===== src/rtl/bcd_timer_pkg.sv =====
// Shared types, constants and BCD helpers for the BCD down-timer.
package bcd_timer_pkg;

  localparam int unsigned BCD_W      = 4;
  localparam int unsigned MAX_DIGITS = 32;
  localparam int unsigned MAX_W      = BCD_W * MAX_DIGITS;

  typedef enum logic [1:0] {
    ST_IDLE  = 2'd0,
    ST_RUN   = 2'd1,
    ST_PAUSE = 2'd2
  } state_e;

  // True when a single digit holds a legal decimal value.
  function automatic logic is_bcd(input logic [BCD_W-1:0] d);
    return d <= 4'd9;
  endfunction

  // True when the low 'digits' digits of v are all legal; v is zero-extended by the caller.
  function automatic logic all_bcd(input logic [MAX_W-1:0] v, input int unsigned digits);
    logic ok;
    ok = 1'b1;
    for (int unsigned i = 0; i < MAX_DIGITS; i++) begin
      if (i < digits && !is_bcd(v[i*BCD_W +: BCD_W])) ok = 1'b0;
    end
    return ok;
  endfunction

endpackage


===== src/rtl/bcd_down_digit.sv =====
// One BCD digit of the decrement chain: wraps 0 -> 9 and borrows upward.
module bcd_down_digit
  import bcd_timer_pkg::*;
(
  input  logic [BCD_W-1:0] digit,
  input  logic             borrow_in,
  output logic [BCD_W-1:0] digit_next,
  output logic             borrow_out
);

  // Decrement only when a borrow arrives from below.
  always_comb begin
    borrow_out = borrow_in & (digit == 4'd0);
    digit_next = digit;
    if (borrow_in) begin
      digit_next = (digit == 4'd0) ? 4'd9 : digit - 4'd1;
    end
  end

endmodule


===== src/rtl/bcd_down_timer.sv =====
// N-digit BCD down-counter with load handshake, run control, prescaler and auto-reload.
module bcd_down_timer
  import bcd_timer_pkg::*;
#(
  parameter int unsigned DIGITS   = 4,
  parameter int unsigned PRESCALE = 1
) (
  input  logic                    clk,
  input  logic                    rst,
  input  logic                    load_valid,
  input  logic [BCD_W*DIGITS-1:0] load_value,
  output logic                    load_ready,
  input  logic                    start,
  input  logic                    pause,
  input  logic                    abort,
  input  logic                    auto_reload,
  output logic [BCD_W*DIGITS-1:0] count,
  output logic                    busy,
  output logic                    done,
  output logic                    bad_load
);

  localparam int unsigned W          = BCD_W * DIGITS;
  localparam int unsigned PW         = (PRESCALE > 1) ? $clog2(PRESCALE) : 1;
  localparam logic [PW-1:0] PRESC_LAST = PW'(PRESCALE - 1);

  state_e          state_q, state_d;
  logic [W-1:0]    count_q, count_d;
  logic [W-1:0]    reload_q, reload_d;
  logic [PW-1:0]   presc_q, presc_d;
  logic            done_q, done_d;
  logic            bad_load_q, bad_load_d;

  logic [W-1:0]    dec_c;
  logic [DIGITS:0] borrow_c;
  logic            count_zero_c, count_one_c;
  logic            load_acc_c, load_ok_c, start_go_c;
  logic            run_act_c, tick_c, term_c, reload_go_c;

  // Borrow chain: the tick feeds digit 0.
  assign borrow_c[0] = tick_c;
  for (genvar g = 0; g < DIGITS; g++) begin : g_digit
    bcd_down_digit u_digit (
      .digit      (count_q[g*BCD_W +: BCD_W]),
      .borrow_in  (borrow_c[g]),
      .digit_next (dec_c[g*BCD_W +: BCD_W]),
      .borrow_out (borrow_c[g+1])
    );
  end

  // Shared decode of the current cycle's events.
  assign count_zero_c = (count_q == '0);
  assign count_one_c  = (count_q == W'(1));
  assign load_acc_c   = load_valid & (state_q == ST_IDLE) & ~abort;
  assign load_ok_c    = all_bcd(MAX_W'(load_value), DIGITS);
  assign start_go_c   = (state_q == ST_IDLE) & ~abort & ~load_valid & ~pause & start;
  assign run_act_c    = (state_q == ST_RUN) & ~abort & ~pause;
  assign tick_c       = run_act_c & (presc_q == PRESC_LAST);
  // A borrow out of the top digit would mean underflow; treat it as terminal too.
  assign term_c       = tick_c & (count_one_c | borrow_c[DIGITS]);
  assign reload_go_c  = term_c & auto_reload & (reload_q != '0);

  // State and datapath registers.
  always_ff @(posedge clk or posedge rst) begin
    if (rst) begin
      state_q    <= ST_IDLE;
      count_q    <= '0;
      reload_q   <= '0;
      presc_q    <= '0;
      done_q     <= 1'b0;
      bad_load_q <= 1'b0;
    end else begin
      state_q    <= state_d;
      count_q    <= count_d;
      reload_q   <= reload_d;
      presc_q    <= presc_d;
      done_q     <= done_d;
      bad_load_q <= bad_load_d;
    end
  end

  // Next-state: abort beats pause beats start.
  always_comb begin
    state_d = state_q;
    unique case (state_q)
      ST_IDLE: begin
        if (start_go_c && !count_zero_c) state_d = ST_RUN;
      end
      ST_RUN: begin
        if (abort)                         state_d = ST_IDLE;
        else if (pause)                    state_d = ST_PAUSE;
        else if (term_c && !reload_go_c)   state_d = ST_IDLE;
      end
      ST_PAUSE: begin
        if (abort)                         state_d = ST_IDLE;
        else if (start && !pause)          state_d = ST_RUN;
      end
      default: state_d = ST_IDLE;
    endcase
  end

  // Datapath and pulse outputs.
  always_comb begin
    count_d    = count_q;
    reload_d   = reload_q;
    presc_d    = presc_q;
    done_d     = 1'b0;
    bad_load_d = 1'b0;
    if (abort) begin
      presc_d = '0;
    end else if (load_acc_c) begin
      if (load_ok_c) begin
        count_d  = load_value;
        reload_d = load_value;
      end else begin
        bad_load_d = 1'b1;
      end
    end else if (start_go_c) begin
      if (count_zero_c) done_d  = 1'b1;
      else              presc_d = '0;
    end else if (run_act_c) begin
      if (tick_c) begin
        presc_d = '0;
        if (term_c) begin
          done_d  = 1'b1;
          count_d = reload_go_c ? reload_q : '0;
        end else begin
          count_d = dec_c;
        end
      end else begin
        presc_d = presc_q + PW'(1);
      end
    end
  end

  assign count      = count_q;
  assign done       = done_q;
  assign bad_load   = bad_load_q;
  assign load_ready = (state_q == ST_IDLE);
  assign busy       = (state_q == ST_RUN) || (state_q == ST_PAUSE);

endmodule


===== config.mk =====
export PLATFORM = sky130hd
export DESIGN_NAME = bcd_down_timer
export DESIGN_NICKNAME = d
export VERILOG_FILES = /design/src/rtl/bcd_timer_pkg.sv /design/src/rtl/bcd_down_digit.sv /design/src/rtl/bcd_down_timer.sv
export SDC_FILE = /design/constraint.sdc
export NUM_CORES = 1
export LEC_CHECK = 0
export BUFFER_PORTS_ARGS = -buffer_cell sky130_fd_sc_hd__buf_2
export CAP_MARGIN = 20
export CORE_ASPECT_RATIO = 1.2
export CORE_MARGIN = 2
export CORE_UTILIZATION = 46
export CTS_BUF_LIST = sky130_fd_sc_hd__clkbuf_4 sky130_fd_sc_hd__clkbuf_8 sky130_fd_sc_hd__clkbuf_16
export CTS_CLUSTER_DIAMETER = 40
export DETAILED_ROUTE_END_ITERATION = 10
export PLACE_DENSITY = 0.68
export SLEW_MARGIN = 20
export SYNTH_ARGS = -nofsm -noshare
export SYNTH_HDL_FRONTEND = slang
export SYNTH_SLANG_ARGS = --single-unit
export TNS_END_PERCENT = 30

===== constraint.sdc =====
create_clock -name clk -period 2.3 [get_ports clk]
set_input_delay 0.23 -clock clk [delete_from_list [all_inputs] [get_ports clk]]
set_output_delay 0.23 -clock clk [all_outputs]
set_load 0.05 [all_outputs]

==> metrics <==
initial drt markers 91; EDFF count, synth 0; GRT overflow 0; Via density 5.884; Clock power frac 0.113; first-pass iteration count of the detailed router 4; delay-heaviest family, CP simple AND/OR/NAND/NOR gates; Starting Density 0.4807; Pint 2.093 mW; Hold Slack 28.13 ps; number of distinct library cells after synthesis 47; Syn Nets 260; crit-path cells inv_1, ha_4, nand2b_4, or3_4, or3_4, and3_1, or3_1, a21oi_2; placed cells 344; layout cell share with drive strength beyond 1 0.3898; first-pass GRT wire length 9384 um; clock buffer depth 2; Pwr Density 1455 nW/um2; slew of the pin with the lowest slew margin 485.3 ps; delay of the slowest cell on the worst path 450 ps; final WL 5845 um; Buf/Inv on CP 1; TNS Setup 0 ps; Netlist Area Pre-Place 2208 um2; FF+latch count, synth 37; DP HPWL 4140 um; Final Critical Period 2229 ps; Synth Area per Inst 9.478 um2; Setup WS pre-CTS 20.83 ps; setup ws final 70.76 ps; LEAKAGE 1.305 nW; Peak Freq 0.4486 GHz; CTS tree yes; I/O pin count 43; RSZ-0062 raised after global routing no; Placer Congestion 0.7937; CTS Sinks 37; Vias 2,077; worst min path class input port to asynchronous set/reset pin; largest net degree at the start of global routing 38; CP most frequent cell or3_4; outcome completed; met2 usage in global routing 0.3871; placement-stage cell area 2644 um2; YS warnings 0; Logic pwr share 0.577; std cell rows 27; Clock Skew 8.217 ps; Die W 67.25 um; Core ar. 4594 um2; final setup fails 0; Post-synth ARST share 1.000; final cell count without fillers 353; Routed Antenna Nets 0; cells after synthesis 233; Max Cap Viol 0; global-route usage over all layers 0.2314; Worst Path Required 2530 ps; top cells by area, synth dfrtp_1 42%, mux2_2 12%, nor2_1 4.4%; # DRC 0; design area 2788 um2; total CTS buffers 5; Crit Path Class flip-flop to flip-flop; # fillers 435; Clock H-tree levels 2; clock root cell clkbuf_8; endpoints failing hold 0; drt wl/cell 16.56 um; Sw Ratio 0.4841; GR Layer Usage met1 0.2948; crit path max-delay cell type or3_4; Tcrit/Tclk final 0.9692; Critical Path Start Type flip-flop; Final #Nets 321; Slew HR 0.6765; Main synth FF type dfrtp_1; Ant. Diodes 0; initial antenna violation count 0; Buffers on Ports 42; Psw 1.964 mW; leading area contributor after synthesis dfrtp_1; CP endpoint kind flip-flop; synth-to-layout area growth 26.23%; clk_lat worst skew 290 ps; Die Area 5373 um2; Seq pwr share 0.309; Die Y 79.90 um; layer with the highest usage met2; Critical Path AT 2460 ps; commonest non-fill, non-tap cell in the layout buf_2; sequential fraction of the synthesis area 0.4193; crit-path max FO 7; maximum VDD drop 0.7571 mV; most frequent cells in the layout 42 x buf_2, 37 x dfrtp_1, 25 x nor2_1; M3 GR Usage 0.03808; pins over their slew limit 0; number of global-route vias before repair 1,995; clk slew on worst S/H paths 70 ps; post-synth top area share 0.4193
-- layout make-up --
cell class                      instances  area (um2)  share of cell area
Clock buffer                            6       76.32             0.02738
Timing Repair Buffer                   65       395.4              0.1418
Tap cell                               58       72.57             0.02603
Sequential cell                        37       925.9              0.3321
Multi-Input combinational cell        179        1285              0.4610
Inverter                                6       22.52            0.008079
Clock inverter                          2       10.01            0.003591
-- timing repair --
action / CTS / global route
buffers inserted: 0 / 1
gates resized for setup: 1 / 8
hold buffers: 0 / 0
pin swaps: 0 / 2
endpoints found under the hold margin: 0 / 0
endpoints found under the setup margin: 1 / 14
-- cells in the mapped netlist, drive strengths merged, types with 2 or more instances --
| cell | count |
|---|---|
| o221ai | 3 |
| nor2b | 2 |
| inv | 6 |
| a211oi | 4 |
| or4b | 2 |
| buf | 5 |
| a31oi | 5 |
| nand2 | 15 |
| clkbuf | 6 |
| a41oi | 2 |
| o31ai | 4 |
| nor2 | 26 |
| mux2 | 24 |
| or3 | 5 |
| nand3 | 11 |
| nand4 | 5 |
| nor3 | 8 |
| and3 | 2 |
| o21ai | 19 |
| dfrtp | 37 |
| a21oi | 11 |
| o22ai | 2 |
| or2 | 2 |
| nor4 | 7 |
| ha | 4 |
| a22oi | 3 |
-- worst paths after layout --
kind / slack (ps) / endpoint / start / depth (start not counted)
max in group asynchronous: 1920 / reload_q[5] / rst / 3
worst min-delay path: 30 / state_q[0] / rst / 3
worst min register to register: 550 / reload_q[3] / reload_q[3] / 1
min in group clk: 190 / reload_q[0] / load_value[0] / 2
worst max-delay path: 70 / count[3] / state_q[1] / 8
worst max register to register: 70 / count[3] / state_q[1] / 8
-- registers in the layout, summed over array words and instances (netlist names) --
signal,count
bad_load,1
count,16
done,1
presc_q,1
reload_q,16
state_q,2
-- through the flow --
stage	total power [mW]	util
floorplan	2.884	-
global placement	3.460	0.5754
detailed placement	3.501	0.5754
CTS	3.986	0.5953
global route	4.336	0.6068
finish	4.057	0.6068
-- worst register-to-register path, delay by kind of cell, from the launching register on --
| kind | cells | cell delay, ps |
|---|---|---|
| flip-flops | 1 | 380 |
| adder cells (fa/ha/maj) | 1 | 160 |
| AND/OR/NAND/NOR | 5 | 1400 |
| AO/OA/AOI/OAI | 1 | 120 |
| buffers and inverters | 1 | 100 |
-- cells by family after synthesis --
kind of cell,synth area share
compound gates,0.1819
flops,0.4193
simple gates,0.2125
buf+inv,0.03286
fa+ha+maj,0.02266
xor+xnor,0.003967
mux,0.1269
-- power groups by stage --
| stage | registers [mW] | logic (mW) | clock network, mW |
|---|---|---|---|
| 2_1_floorplan | 1.69 | 1.20 | 0 |
| 5_1_grt | 1.29 | 2.55 | 0.487 |
| 4_1_cts | 1.23 | 2.28 | 0.475 |
| 3_5_place_dp | 1.25 | 2.26 | 0 |
| 6_report | 1.26 | 2.34 | 0.460 |
| 3_3_place_gp | 1.24 | 2.22 | 0 |
-- per-layer routing --
metal | wire length (um) | vias up
li1 | - | 991
met1 | 2476 | 1020
met2 | 3046 | 58
met3 | 250 | 8
met4 | 72 | 0
met5 | 0 | -
(Power assumes the default switching activity.)
